[config.mk]
export PLATFORM = sky130hd
export DESIGN_NAME = mul_accumulator
export DESIGN_NICKNAME = d
export VERILOG_FILES = /design/src/rtl/mul_pkg.sv /design/src/rtl/beat_counter.sv /design/src/rtl/mul_accumulator.sv
export SDC_FILE = /design/constraint.sdc
export NUM_CORES = 1
export LEC_CHECK = 0
export CAP_MARGIN = 25
export CORE_MARGIN = 4
export CORE_UTILIZATION = 45
export CTS_BUF_LIST = sky130_fd_sc_hd__clkbuf_16
export DETAILED_ROUTE_END_ITERATION = 12
export MAX_ROUTING_LAYER = met4
export PLACE_DENSITY = 0.69
export SLEW_MARGIN = 10
export SYNTH_ARGS = -nofsm -noshare
export SYNTH_HDL_FRONTEND = slang
export SYNTH_SLANG_ARGS = --single-unit
[constraint.sdc]
create_clock -name clk -period 4 [get_ports clk]
set_clock_uncertainty 0.15 [all_clocks]
set_input_delay 0.8 -clock clk [delete_from_list [all_inputs] [get_ports clk]]
set_output_delay 0.8 -clock clk [all_outputs]
set_load 0.05 [all_outputs]
[src/rtl/mul_pkg.sv]
// Shared definitions for the multiply-accumulate slice.
//   state_t : two-state control encoding (accumulating / holding a result)
//   MUL_W   : width of one product from the upstream 8x8 multiplier
//   clog2   : ceiling log2, used to size the beat counter
package mul_pkg;

    typedef enum logic {
        ST_ACCUM = 1'b0,
        ST_HOLD  = 1'b1
    } state_t;

    localparam int MUL_W = 16;

    // Ceiling log2, never below 1 so a counter always has at least one bit.
    function automatic int clog2(input int value);
        int bits;
        int rem;
        bits = 0;
        rem  = value - 1;
        while (rem > 0) begin
            bits++;
            rem = rem >> 1;
        end
        return (bits < 1) ? 1 : bits;
    endfunction

endpackage

[src/rtl/beat_counter.sv]
// Modulo-LEN beat counter.
//   clk, rst_n : clock, asynchronous active-low reset
//   i_inc      : advance by one (wraps to 0 after LEN-1)
//   i_clr      : synchronous clear, takes priority over i_inc
//   o_tc       : terminal count, high while the count equals LEN-1
module beat_counter
    import mul_pkg::*;
#(
    parameter int LEN = 8
) (
    input  logic clk,
    input  logic rst_n,
    input  logic i_inc,
    input  logic i_clr,
    output logic o_tc
);

    localparam int CNT_W = clog2(LEN);

    logic [CNT_W-1:0] r_count;
    logic             w_tc;

    assign w_tc = (r_count == CNT_W'(LEN - 1));
    assign o_tc = w_tc;

    always_ff @(posedge clk or negedge rst_n) begin
        if (!rst_n) begin
            r_count <= '0;
        end else if (i_clr) begin
            r_count <= '0;
        end else if (i_inc) begin
            r_count <= w_tc ? '0 : r_count + CNT_W'(1);
        end
    end

endmodule

[src/rtl/mul_accumulator.sv]
// Dot-product accumulator behind the 8x8 unsigned multiplier.
// Sums LEN consecutive 16-bit products into an ACC_W-bit result and presents
// it on a valid/ready port; input is stalled while a result is held.
//   clk, rst_n          : clock, asynchronous active-low reset
//   clear               : abort the partial group (ignored while holding a result)
//   mul, in_valid       : product beat in / in_ready : beat accepted this cycle
//   acc_out, out_valid  : completed sum / out_ready : consumer takes it
//   ovf                 : the delivered sum wrapped past 2^ACC_W-1
module mul_accumulator
    import mul_pkg::*;
#(
    parameter int LEN   = 8,
    parameter int ACC_W = 20
) (
    input  logic             clk,
    input  logic             rst_n,
    input  logic             clear,
    input  logic [MUL_W-1:0] mul,
    input  logic             in_valid,
    output logic             in_ready,
    output logic [ACC_W-1:0] acc_out,
    output logic             out_valid,
    input  logic             out_ready,
    output logic             ovf
);

    state_t           r_state;
    logic [ACC_W-1:0] r_acc;
    logic [ACC_W-1:0] r_acc_out;
    logic             r_sticky;
    logic             r_ovf;

    logic             w_accum;
    logic             w_fire;
    logic             w_clr;
    logic             w_last;
    logic [ACC_W:0]   w_sum;

    assign w_accum = (r_state == ST_ACCUM);
    // clear wins over a beat in the same cycle; in HOLD neither has any effect.
    assign w_clr   = w_accum & clear;
    assign w_fire  = w_accum & in_valid & ~clear;

    // One extra bit captures the carry-out of this add for the sticky flag.
    assign w_sum = {1'b0, r_acc} + {{(ACC_W + 1 - MUL_W){1'b0}}, mul};

    beat_counter #(
        .LEN   (LEN)
    ) u_beat_counter (
        .clk   (clk),
        .rst_n (rst_n),
        .i_inc (w_fire),
        .i_clr (w_clr),
        .o_tc  (w_last)
    );

    // NOTE: all state is updated with non-blocking assignments so every
    // register samples pre-edge values regardless of statement order.
    always_ff @(posedge clk or negedge rst_n) begin
        if (!rst_n) begin
            r_state   <= ST_ACCUM;
            r_acc     <= '0;
            r_acc_out <= '0;
            r_sticky  <= 1'b0;
            r_ovf     <= 1'b0;
        end else begin
            case (r_state)
                ST_ACCUM: begin
                    if (w_clr) begin
                        r_acc    <= '0;
                        r_sticky <= 1'b0;
                    end else if (w_fire) begin
                        if (w_last) begin
                            r_acc_out <= w_sum[ACC_W-1:0];
                            r_ovf     <= w_sum[ACC_W] | r_sticky;
                            r_acc     <= '0;
                            r_sticky  <= 1'b0;
                            r_state   <= ST_HOLD;
                        end else begin
                            r_acc    <= w_sum[ACC_W-1:0];
                            r_sticky <= r_sticky | w_sum[ACC_W];
                        end
                    end
                end
                ST_HOLD: begin
                    if (out_ready) begin
                        r_ovf   <= 1'b0;
                        r_state <= ST_ACCUM;
                    end
                end
                default: r_state <= ST_ACCUM;
            endcase
        end
    end

    // Handshake outputs depend only on the state register.
    assign in_ready  = w_accum;
    assign out_valid = (r_state == ST_HOLD);
    assign acc_out   = r_acc_out;
    assign ovf       = r_ovf;

endmodule
==> results of run 1 <==
## cell usage in the layout (no fill, tap or decap), types with 3 or more instances in the layout
cell type / Yosys / routed
a21o_1: 10 / 10
a21oi_1: 22 / 22
a22o_1: 5 / 5
buf_4: 0 / 4
clkbuf_16: 0 / 5
clkdlybuf4s50_1: 0 / 42
dfrtp_1: 46 / 46
ha_1: 18 / 18
inv_1: 9 / 9
mux2_2: 3 / 3
nand2_1: 47 / 47
nand3_1: 4 / 4
nand4_1: 7 / 7
nor2_1: 10 / 10
nor2b_1: 3 / 3
o21a_1: 5 / 5
o21ai_0: 28 / 27
o21ai_1: 6 / 7
o21bai_1: 3 / 3
xnor2_1: 12 / 12
xor2_1: 5 / 5
## state kept, by name (all words and copies together) (netlist names)
register / count
r_sticky: 1
ovf: 1
r_acc: 20
acc_out: 20
u_beat_counter.r_count: 3
out_valid: 1
## worst paths after layout
path | startpoint | to | slack [ps] | depth (start not counted)
setup / recovery | mul[0] | r_acc[18] | 750 | 11
hold / removal | rst_n | acc_out[10] | 280 | 1
setup reg to reg | r_acc[0] | r_acc[18] | 1300 | 10
hold reg to reg | acc_out[9] | acc_out[9] | 330 | 2
max in group asynchronous | rst_n | r_acc[15] | 2930 | 2
min in group clk | acc_out[9] | acc_out[9] | 330 | 2
## power groups by stage
stage | Combinational (W) | Sequential, W | Clock, W
after floorplan | 0.000293 | 0.000543 | 0
after global placement | 0.000387 | 0.000540 | 0
after detailed placement | 0.000397 | 0.000541 | 0
after CTS | 0.000398 | 0.000533 | 0.000463
after global routing | 0.000444 | 0.000539 | 0.000486
final | 0.000396 | 0.000533 | 0.000452
## per-layer routing
layer | vias up | share of wire (%) | track usage, %
met2 | 43 | 47 | 27.61
met4 | 0 | 0.98 | 4.460
met5 | - | 0 | -
met1 | 1028 | 49 | 24.50
met3 | 6 | 3.6 | 3.107
li1 | 1103 | - | -
## stage by stage
step,area [µm²],utilization (%)
3_5_place_dp,3188,56.51
4_1_cts,3347,59.33
6_report,3347,59.33
3_3_place_gp,3168,56.15
2_1_floorplan,2680,-
5_1_grt,3347,59.33
## cell families after synthesis
kind of cell	count (synthesis)	share of synthesized area, %
compound gates	95	22.78
xor+xnor	17	5.555
fa+ha+maj	19	9.151
buf+inv	22	3.408
flops	46	42.95
mux	3	1.260
simple gates	85	14.89
## cell type report
type | count | area (µm²) | area share, %
Clock inverter | 2 | 33.78 | 1.009
Inverter | 9 | 33.78 | 1.009
Clock buffer | 5 | 125.1 | 3.738
Sequential cell | 46 | 1151 | 34.39
Tap cell | 72 | 90.09 | 2.692
Timing Repair Buffer | 48 | 475.5 | 14.21
Multi-Input combinational cell | 219 | 1438 | 42.95
==> impl_metrics.env, run 1 <==
export IMPL_rsz0062_at_grt="no"
export IMPL_cts_root_buf="clkbuf_16"
export IMPL_avgSynthCellArea_um2=9.338
export IMPL_synthTopCellsByArea="dfrtp_1, ha_1, nand2_1, o21ai_0, a21oi_1"
export IMPL_path_class="in2reg"
export IMPL_crit_slowest_cell="or3_1"
export IMPL_cts_tree="built"
export IMPL_comb_power_share_pct=28.7
export IMPL_synth_edf_count=0
export IMPL_row_count=27
export IMPL_end_kind="flop"
export IMPL_clk_pin_slew_ps=60
export IMPL_grt_pass1_vias=2218
export IMPL_holdWs_ps=279.3
export IMPL_slew_limit_headroom_pct=59.41
export IMPL_synth_seq_cells=46
export IMPL_total_leakage_power_nw=1.553
export IMPL_vias_per_cell=5.436
export IMPL_seq_power_share_pct=38.6
export IMPL_die_h_um=85.18
export IMPL_grt_max_degree=36
export IMPL_hold_class="in2async"
export IMPL_period_share_pct=81.34
export IMPL_fill_cells=519
export IMPL_path_buf_inv=2
export IMPL_power_density_nw_per_um2=412.8
export IMPL_start_util_pct=47.50
export IMPL_vias=2180
export IMPL_fin_tns_setup_ps=0
export IMPL_clockPowerShare_pct=32.7
export IMPL_cts_hold_buf=0
export IMPL_crit_arrival_ps=3250
export IMPL_core_area_um2=5642
export IMPL_die_x_um=85.18
export IMPL_n_antenna_cell=0
export IMPL_power_w=0.001382
export IMPL_cts_post_setup_buffers_inserted=0
export IMPL_dp_hpwl_mm=4.357
export IMPL_switching_power_w=0.0004180
export IMPL_final_cells=401
export IMPL_synthesis_area_um2=2680
export IMPL_max_cap_viol_count=0
export IMPL_critPathMaxFanout=5
export IMPL_yosys_warnings=0
export IMPL_tightest_slew_ps=608.8
export IMPL_ys_seq_area_share_pct=42.95
export IMPL_synthArstFlopShare_pct=100.0
export IMPL_ir_drop_mv=0.2872
export IMPL_cts_path_max_buffers=2
export IMPL_portBuffers=43
export IMPL_die_area_um2=7255
export IMPL_clock_sinks=46
export IMPL_slew_violations=0
export IMPL_finalWorstSetupSlack_ps=746.3
export IMPL_syn_inst=287
export IMPL_worst_path_largest_cell_delay_ps=460
export IMPL_synth_main_ff_cell="dfrtp_1"
export IMPL_ioPinCount=44
export IMPL_grt_pass1_wl_mm=10.30
export IMPL_swShare_pct=30.25
export IMPL_final_setup_viol_count=0
export IMPL_final_layout_size_suffix_gt1_share_pct=6.687
export IMPL_place_congestion=0.8142
export IMPL_clock_latency_ps=280
export IMPL_dp_slack_ps=451.9
export IMPL_cp_top_family="compound AO/OA/AOI/OAI gates"
export IMPL_wl_per_cell_um=14.74
export IMPL_synth_top_area_cell="dfrtp_1"
export IMPL_num_nets_final=369
export IMPL_cts_buffers_inserted=5
export IMPL_hold_viol_final=0
export IMPL_antenna_found_initial=0
export IMPL_ctsResizeCount=0
export IMPL_area_growth_pct=24.88
export IMPL_drt_iter0_drc=104
export IMPL_totalWireLength_mm=5.911
export IMPL_synth_most_common_cell="nand2_1"
export IMPL_syn_nets=327
export IMPL_post_route_min_period_ps=3254
export IMPL_grt_use_total_pct=17.91
export IMPL_drc_errors=0
export IMPL_outcome="finished, final reports clean"
export IMPL_max_freq_ghz=0.3073
export IMPL_gr_total_overflow=0
export IMPL_synthDistinctLibCells=45
export IMPL_ant_nets=0
export IMPL_crit_path_cell_trace="clkdlybuf4s50_1 -> ha_1 -> inv_1 -> fa_1 -> nor2b_4 -> o311a_1 -> or3_1 -> o211ai_2 -> a311o_1 -> xor2_1 -> o21ai_1"
export IMPL_firstDrtPassIters=4
export IMPL_synth_commonest_cells="nand2_1, dfrtp_1, o21ai_0"
export IMPL_dp_cells=394
export IMPL_crit_required_ps=4000
export IMPL_startpoint_type="primary input"
export IMPL_htreeDepth=2
export IMPL_synth_top_area_share_pct=42.95
export IMPL_p_int_w=0.0009637
No activity file was read; power rests on OpenSTA's default activity.
==> run 2, diff against run 1 <==
- clock period: 4 -> 3.4 ns (I/O delays scaled with it)
==> impl_metrics.env, run 2 (synthesis results as in run 1) <==
export IMPL_path_class="in2reg"
export IMPL_rsz0062_at_grt="no"
export IMPL_clock_sinks=46
export IMPL_portBuffers=43
export IMPL_grt_busiest_layer="met2"
export IMPL_startpoint_type="primary input"
export IMPL_max_cap_viol_count=0
export IMPL_seq_power_share_pct=39.8
export IMPL_clock_latency_ps=290
export IMPL_cts_post_setup_buffers_inserted=0
export IMPL_clockPowerShare_pct=29.4
export IMPL_cts_root_buf="clkbuf_16"
export IMPL_cts_path_max_buffers=2
export IMPL_dp_cells=398
export IMPL_area_growth_pct=25.21
export IMPL_comb_power_share_pct=30.8
export IMPL_place_congestion=0.8666
export IMPL_met2_usage_pct=29.24
export IMPL_gr_total_overflow=0
export IMPL_tightest_slew_ps=521.3
export IMPL_ant_nets=0
export IMPL_fin_tns_setup_ps=0
export IMPL_firstDrtPassIters=4
export IMPL_n_antenna_cell=0
export IMPL_post_route_min_period_ps=3136
export IMPL_drt_iter0_drc=86
export IMPL_slew_violations=0
export IMPL_ioPinCount=44
export IMPL_crit_arrival_ps=3150
export IMPL_met3_usage_pct=3.204
export IMPL_grt_max_degree=32
export IMPL_dp_hpwl_mm=4.420
export IMPL_crit_required_ps=3420
export IMPL_cts_tree="built"
export IMPL_final_util_pct=59.48
export IMPL_period_share_pct=92.25
export IMPL_totalWireLength_mm=6.039
export IMPL_final_common_cell="nand2_1"
export IMPL_die_h_um=85.18
export IMPL_clk_pin_slew_ps=60
export IMPL_outcome="finished, final reports clean"
export IMPL_use_met1_pct=23.46
export IMPL_grt_pass1_vias=2253
export IMPL_final_setup_viol_count=0
export IMPL_switching_power_w=0.0005063
export IMPL_p_int_w=0.001070
export IMPL_ir_drop_mv=0.3070
export IMPL_hold_viol_final=0
export IMPL_cts_hold_buf=0
export IMPL_grt_use_total_pct=18.19
export IMPL_ctsResizeCount=0
export IMPL_core_area_um2=5642
export IMPL_power_density_nw_per_um2=469.6
export IMPL_total_leakage_power_nw=1.567
export IMPL_final_cells=406
export IMPL_swShare_pct=32.13
export IMPL_max_freq_ghz=0.3188
export IMPL_final_layout_size_suffix_gt1_share_pct=7.784
export IMPL_htreeDepth=2
export IMPL_wl_per_cell_um=14.87
export IMPL_end_kind="flop"
export IMPL_vias_per_cell=5.505
export IMPL_hold_class="in2async"
export IMPL_antenna_found_initial=0
export IMPL_die_x_um=85.18
export IMPL_start_util_pct=47.50
export IMPL_vias=2235
export IMPL_grt_pass1_wl_mm=10.40
export IMPL_final_cell_mix="nand2_1, dfrtp_1, clkdlybuf4s50_1, o21ai_0, a21oi_1"
export IMPL_row_count=27
export IMPL_cts_buffers_inserted=5
export IMPL_num_nets_final=373
export IMPL_critPathMaxFanout=5
export IMPL_slew_limit_headroom_pct=65.24
export IMPL_fill_cells=483
export IMPL_die_area_um2=7255
export IMPL_drc_errors=0
run 2: cell count changes in the layout (fill, tap and decap cells not counted):
cell | before | now
inv_1 | 9 | 10
clkinv_2 | 0 | 1
bufinv_16 | 1 | 0
buf_4 | 4 | 8
run 2: routing by layer:
layer | share of wire, % | vias up
met2 | 46 | 50
met4 | 1.7 | 0
met1 | 49 | 1063
met3 | 4.0 | 10
met5 | 0 | -
li1 | - | 1112
run 2: final cells by class:
class	count	area (µm²)	area share [%]
well taps	72	90.09	2.685
inverters	9	33.78	1.007
clock buffers	5	125.1	3.729
repair buffers	52	505.5	15.06
flip-flops and latches	46	1151	34.30
multi-input cells	219	1438	42.84
clock inverters	3	12.51	0.3729
run 2: final timing paths:
| check | from | endpoint | slack (ps) | depth (start not counted) |
|---|---|---|---|---|
| max in group asynchronous | rst_n | r_acc[0] | 2420 | 2 |
| max | mul[0] | ovf | 260 | 11 |
| min reg2reg | acc_out[16] | acc_out[16] | 330 | 2 |
| max reg2reg | r_acc[0] | ovf | 690 | 10 |
| min in group clk | acc_out[16] | acc_out[16] | 330 | 2 |
| min | rst_n | r_acc[12] | 180 | 1 |
run 2: critical path: stages:
cell and delay, ps:
clkdlybuf4s50_1 410, ha_1 210, inv_1 70, fa_1 250, nor2b_4 60, o311a_1 290, or3_1 480, o21ai_2 160
nand2b_1 120, a311oi_2 340, o21ai_1 90
run 2: through the flow:
stage | instance area [µm²] | hold WS, ps | power (W) | worst slack (ps)
finish | 3356 | 178.1 | 0.001576 | 263.5
global route | 3356 | 211.0 | 0.001667 | 139.9
CTS | 3356 | 192.5 | 0.001586 | 270.7
detailed placement | 3218 | 316.1 | 0.001115 | -37.40
global placement | 3198 | 312.2 | 0.001104 | 43.35
floorplan | 2680 | 234.4 | 0.0009831 | 590.4
run 2: power groups by stage:
stage | registers (W) | clock network [W] | logic [W]
floorplan | 0.000639 | 0 | 0.000344
finish | 0.000627 | 0.000464 | 0.000486
global placement | 0.000635 | 0 | 0.000469
detailed placement | 0.000636 | 0 | 0.000479
global route | 0.000633 | 0.000495 | 0.000539
CTS | 0.000626 | 0.000476 | 0.000483
